===== config.mk =====
export PLATFORM = sky130hd
export DESIGN_NAME = alu_instr_encoder
export DESIGN_NICKNAME = d
export VERILOG_FILES = /design/src/rtl/alu_instr_encoder.sv
export SDC_FILE = /design/constraint.sdc
export NUM_CORES = 1
export LEC_CHECK = 0
export CAP_MARGIN = 25
export CORE_MARGIN = 10
export CORE_UTILIZATION = 40
export DETAILED_ROUTE_END_ITERATION = 8
export SLEW_MARGIN = 20
export SYNTH_ARGS = -nofsm -noshare
export SYNTH_HDL_FRONTEND = slang
export SYNTH_SLANG_ARGS = --single-unit

===== constraint.sdc =====
create_clock -name clk -period 7.9 [get_ports clk]
set_clock_uncertainty 0.05 [all_clocks]
set_input_delay 1.58 -clock clk [delete_from_list [all_inputs] [get_ports clk]]
set_output_delay 1.58 -clock clk [all_outputs]
set_load 0.005 [all_outputs]

===== src/rtl/alu_instr_encoder.sv =====
// ALU-op to LC-3b instruction encoder with an output FIFO; word visible one cycle after accept.
// Define ALU_ENC_ILLEGAL_NOP_EN to enqueue 16'h0000 for illegal requests instead of dropping them.
package lc3b_types;
  typedef logic [15:0] lc3b_word;
  typedef enum logic [3:0] {
    alu_add, alu_and, alu_not, alu_pass, alu_sll, alu_srl, alu_sra,
    alu_sub, alu_or, alu_nor, alu_nand, alu_xor, alu_xnor
  } lc3b_aluop;
endpackage

module alu_instr_encoder
  import lc3b_types::*;
#(
  parameter int DEPTH = 4,
  parameter int ERRW  = 8
) (
  input  logic                     clk,
  input  logic                     rst,
  input  logic                     req_valid,
  output logic                     req_ready,
  input  lc3b_aluop                req_aluop,
  input  logic [2:0]               req_dr,
  input  logic [2:0]               req_sr1,
  input  logic [2:0]               req_sr2,
  input  logic [4:0]               req_imm,
  input  logic                     req_use_imm,
  output logic                     out_valid,
  input  logic                     out_ready,
  output lc3b_word                 out_instr,
  output logic [$clog2(DEPTH):0]   occupancy,
  output logic                     err_pulse,
  output logic [ERRW-1:0]          err_count
);

  localparam int AW = $clog2(DEPTH);

  lc3b_word        mem [DEPTH];
  logic [AW-1:0]   wptr, rptr;
  lc3b_word        enc, wr_word;
  logic            legal, accept, push, pop;

  always_comb begin
    enc   = {4'b0000, req_dr, req_sr1, 6'b000000};
    legal = 1'b1;
    case (req_aluop)
      alu_add:  enc[15:0] = req_use_imm ? {4'b0001, req_dr, req_sr1, 1'b1, req_imm}
                                        : {4'b0001, req_dr, req_sr1, 3'b000, req_sr2};
      alu_and:  enc[15:0] = req_use_imm ? {4'b0101, req_dr, req_sr1, 1'b1, req_imm}
                                        : {4'b0101, req_dr, req_sr1, 3'b000, req_sr2};
      alu_sub:  begin enc = {4'b0001, req_dr, req_sr1, 3'b001, req_sr2}; legal = !req_use_imm; end
      alu_or:   begin enc = {4'b0001, req_dr, req_sr1, 3'b010, req_sr2}; legal = !req_use_imm; end
      alu_nor:  begin enc = {4'b0001, req_dr, req_sr1, 3'b011, req_sr2}; legal = !req_use_imm; end
      alu_nand: begin enc = {4'b0101, req_dr, req_sr1, 3'b001, req_sr2}; legal = !req_use_imm; end
      alu_xor:  begin enc = {4'b0101, req_dr, req_sr1, 3'b010, req_sr2}; legal = !req_use_imm; end
      alu_xnor: begin enc = {4'b0101, req_dr, req_sr1, 3'b011, req_sr2}; legal = !req_use_imm; end
      alu_not:  enc = {4'b1001, req_dr, req_sr1, 6'b111111};
      // Shifts carry imm4 only; bit 4 of the immediate is dropped.
      alu_sll:  begin enc = {4'b1101, req_dr, req_sr1, 2'b00, req_imm[3:0]}; legal = req_use_imm; end
      alu_srl:  begin enc = {4'b1101, req_dr, req_sr1, 2'b01, req_imm[3:0]}; legal = req_use_imm; end
      alu_sra:  begin enc = {4'b1101, req_dr, req_sr1, 2'b11, req_imm[3:0]}; legal = req_use_imm; end
      default:  legal = 1'b0;
    endcase
  end

  assign req_ready = (occupancy != (AW+1)'(DEPTH));
  assign accept    = req_valid && req_ready;
  assign out_valid = (occupancy != '0);
  assign pop       = out_valid && out_ready;
  assign out_instr = mem[rptr];

`ifdef ALU_ENC_ILLEGAL_NOP_EN
  assign push    = accept;
  assign wr_word = legal ? enc : 16'h0000;
`else
  assign push    = accept && legal;
  assign wr_word = enc;
`endif

  always_ff @(posedge clk or posedge rst) begin
    if (rst) begin
      for (int i = 0; i < DEPTH; i++) mem[i] <= '0;
      wptr      <= '0;
      rptr      <= '0;
      occupancy <= '0;
      err_pulse <= 1'b0;
      err_count <= '0;
    end else begin
      if (push) begin
        mem[wptr] <= wr_word;
        wptr      <= wptr + 1'b1;
      end
      if (pop) rptr <= rptr + 1'b1;
      if (push && !pop)      occupancy <= occupancy + 1'b1;
      else if (pop && !push) occupancy <= occupancy - 1'b1;
      err_pulse <= accept && !legal;
      if (accept && !legal && (err_count != '1)) err_count <= err_count + 1'b1;
    end
  end

endmodule


==> results.tsv <==
metric	value	unit
Synth async-reset ratio	100.0	%
worst slack at placement	3.369	ns
Tmin final	4.210	ns
delay-heaviest family, CP	buffers and inverters	
Post-Route WL	7442	um
Flop pwr share	42.9	%
Post-Synth XOR/XNOR Area	3.066	%
CP required	8.12	ns
Crit-path slowest cell	clkdlybuf4s50_1	
post-CTS resize count	0	
simple-gate share of the synthesized area	6.503	%
Synth Flop Type	dfrtp_1	
worst-skew pair later-pin latency	0.34	ns
pin count of the biggest net entering global routing	77	
PortBufs	51	
DIE WIDTH	116.4	um
final setup vio count	0	
Area after DPL	4252	um^2
routability cong.	0.7769	
largest family of logic cells by synthesized area	multiplexers	
cts hold-fix bufs	0	
Antenna Nets Post-Route	0	
CP peak stage delay	0.62	ns
mux contribution to synthesized area	28.50	%
Crit path arrival time	4.43	ns
fin nets	342	
unrepaired setup endpoints after global routing	no	
global route overflow	0	
die area	13540	um^2
sw frac	29.33	%
critical path launch point type	primary input	
leak pwr	1.900	nW
pwr/cell area	376.4	nW/um^2
relative slew slack	35.17	%
Power Total	1.684	mW
Cell variety after synth	40	
Avg Cell Area, Syn	14.01	um^2
layout cells sized above 1	31.86	%
first-pass GRT wire length	12540	um
Core Rows	35	
post-CTS setup buffers	0	
Chip Height	116.4	um
non-filler instance count after layout	428	
max-cap violation count	0	
Min Hold Slack	0.4221	ns
clock slew at reported path FFs	0.08	ns
Ys Warns	0	
Core Util, Final	48.87	%
Clk pwr share	17.6	%
P&R area growth vs syn	20.45	%
vias per std cell	5.192	
Cells after Synth	265	
final hold vios	0	
Hold/Removal Path Class	flip-flop to flip-flop	
diodes inserted	0	
syn_nets	295	
sum of buffers and inverters on the critical path	3	
setup TNS	0	ns
Max rail drop VDD	0.1848	mV
CTS H-tree depth	3	
Crit Path Category	primary input to flip-flop	
drt drc	0	
DR vias	2222	
core area	9153	um^2
Comb power frac	39.5	%
internal power	1.190	mW
dpl cells	411	
Seq/Total Area, Yosys	51.21	%
wire per inst	17.39	um
Post-DP HPWL	5015	um
CTS Sinks	76	
1st-pass router iterations	4	
cell chain of the critical path	clkdlybuf4s50_1 -> nand2b_1 -> a2bb2oi_1 -> o21ai_2 -> nand2_1 -> inv_1 -> ha_1 -> inv_1 -> fa_1 -> xor2_1 -> nor2_1 -> xor2_1	
Worst-Margin Slew	0.9725	ns
vias in the first global route	2435	
Sw Pwr	0.4938	mW
CP Max Fanout	13	
#FFs+latches synth	76	
compound-gate portion of the synthesized area	3.942	%
number of flops mapped to enable cells by yosys	0	
Overall Global Routing Usage	11.93	%
Finished Cell Area	4473	um^2
CTS Buf Count	9	
Starting Density	40.57	%
setup ws final	3.690	ns
Root Buffer	clkbuf_8	
CP Capture Type	flip-flop	
Synth Area in Adders	2.561	%
TritonCTS clock tree	done	
fin crit share	53.30	%
DRT iter0 DRCs	108	
Longest Clk Path Bufs	2	
Cell Area, Synth	3714	um^2
antenna violations before repair	0	
IO Count	53	
max-slew violation count	0	
f_max	237.5	MHz
outcome	finished, final reports clean	
-- layout by cell type, fill, tap and decap left out, types with 2 or more instances in the layout --
cell type / synthesis / layout
or2_2: 4 / 4
nand3_1: 5 / 5
a221o_1: 3 / 3
nand2b_1: 4 / 4
nor2b_1: 2 / 2
ha_1: 6 / 6
a21oi_1: 4 / 4
nor4_1: 3 / 3
clkinv_2: 0 / 2
clkdlybuf4s50_1: 0 / 51
nor2_1: 5 / 5
dfrtp_1: 76 / 76
o21ai_0: 6 / 6
nor3_1: 4 / 4
nand2_1: 9 / 9
clkinvlp_4: 0 / 2
inv_1: 9 / 8
mux2_2: 50 / 50
mux4_2: 16 / 16
and3_1: 3 / 3
o21ai_1: 3 / 3
xnor2_1: 4 / 4
mux2_4: 9 / 9
xor2_1: 9 / 9
clkbuf_8: 0 / 10
-- worst paths after layout --
| kind | startpoint | to | slack [ns] | cells after the start |
|---|---|---|---|---|
| setup / recovery | req_aluop[3] | occupancy[2] | 3.69 | 12 |
| hold / removal | mem[44] | mem[44] | 0.42 | 1 |
| setup reg to reg | occupancy[0] | occupancy[2] | 5.49 | 10 |
| hold reg to reg | mem[44] | mem[44] | 0.42 | 1 |
| max in group asynchronous | rst | mem[23] | 5.63 | 4 |
| min in group asynchronous | rst | mem[26] | 1.59 | 3 |
-- flip-flops by register name, indices dropped and copies added (netlist names) --
signal,flops
mem,60
err_count,8
occupancy,3
rptr,2
wptr,2
err_pulse,1
-- layout make-up --
cell class | count | area [um^2]
Clock buffer | 10 | 137.6
Inverter | 9 | 33.78
Fill cell | 807 | 4679
Sequential cell | 76 | 1902
Clock inverter | 6 | 63.81
Timing Repair Buffer | 53 | 538.0
Multi-Input combinational cell | 163 | 1659
Tap cell | 111 | 138.9
-- synth_stat cells, types with 4 or more instances --
master	count	share of area, %
a21oi_1	4	0.54
buf_2	5	0.67
buf_4	6	1.2
dfrtp_1	76	51
ha_1	6	2.0
inv_1	9	0.91
mux2_2	50	15
mux2_4	9	3.6
mux4_2	16	9.7
nand2_1	9	0.91
nand2b_1	4	0.67
nand3_1	5	0.67
nor2_1	5	0.51
nor3_1	4	0.54
o21ai_0	6	0.81
or2_2	4	0.67
xnor2_1	4	0.94
xor2_1	9	2.1
-- logic make-up (layout without fill, tap and decap cells) --
family | Yosys count | after routing
AO/OA/AOI/OAI | 22 | 22
XOR/XNOR | 13 | 13
AND/OR/NAND/NOR | 45 | 45
buffers and inverters | 26 | 78
flip-flops | 76 | 76
multiplexers | 75 | 75
other | 1 | 1
adder cells (fa/ha/maj) | 7 | 7
-- power by group through the flow --
stage                     logic (mW)  registers (mW)  clock network, mW
after floorplan                0.454           0.654                  0
after global placement         0.668           0.728                  0
after detailed placement       0.678           0.733                  0
after CTS                      0.681           0.727              0.308
after global routing           0.732           0.755              0.326
final                          0.665           0.723              0.296
-- per-layer routing --
layer  global-route usage [%]  routed length (um)
met3                    4.879                 453
met1                    15.30                3303
met4                    2.919                  34
met5                        0                   0
met2                    18.33                3650
(Power assumes the default switching activity.)
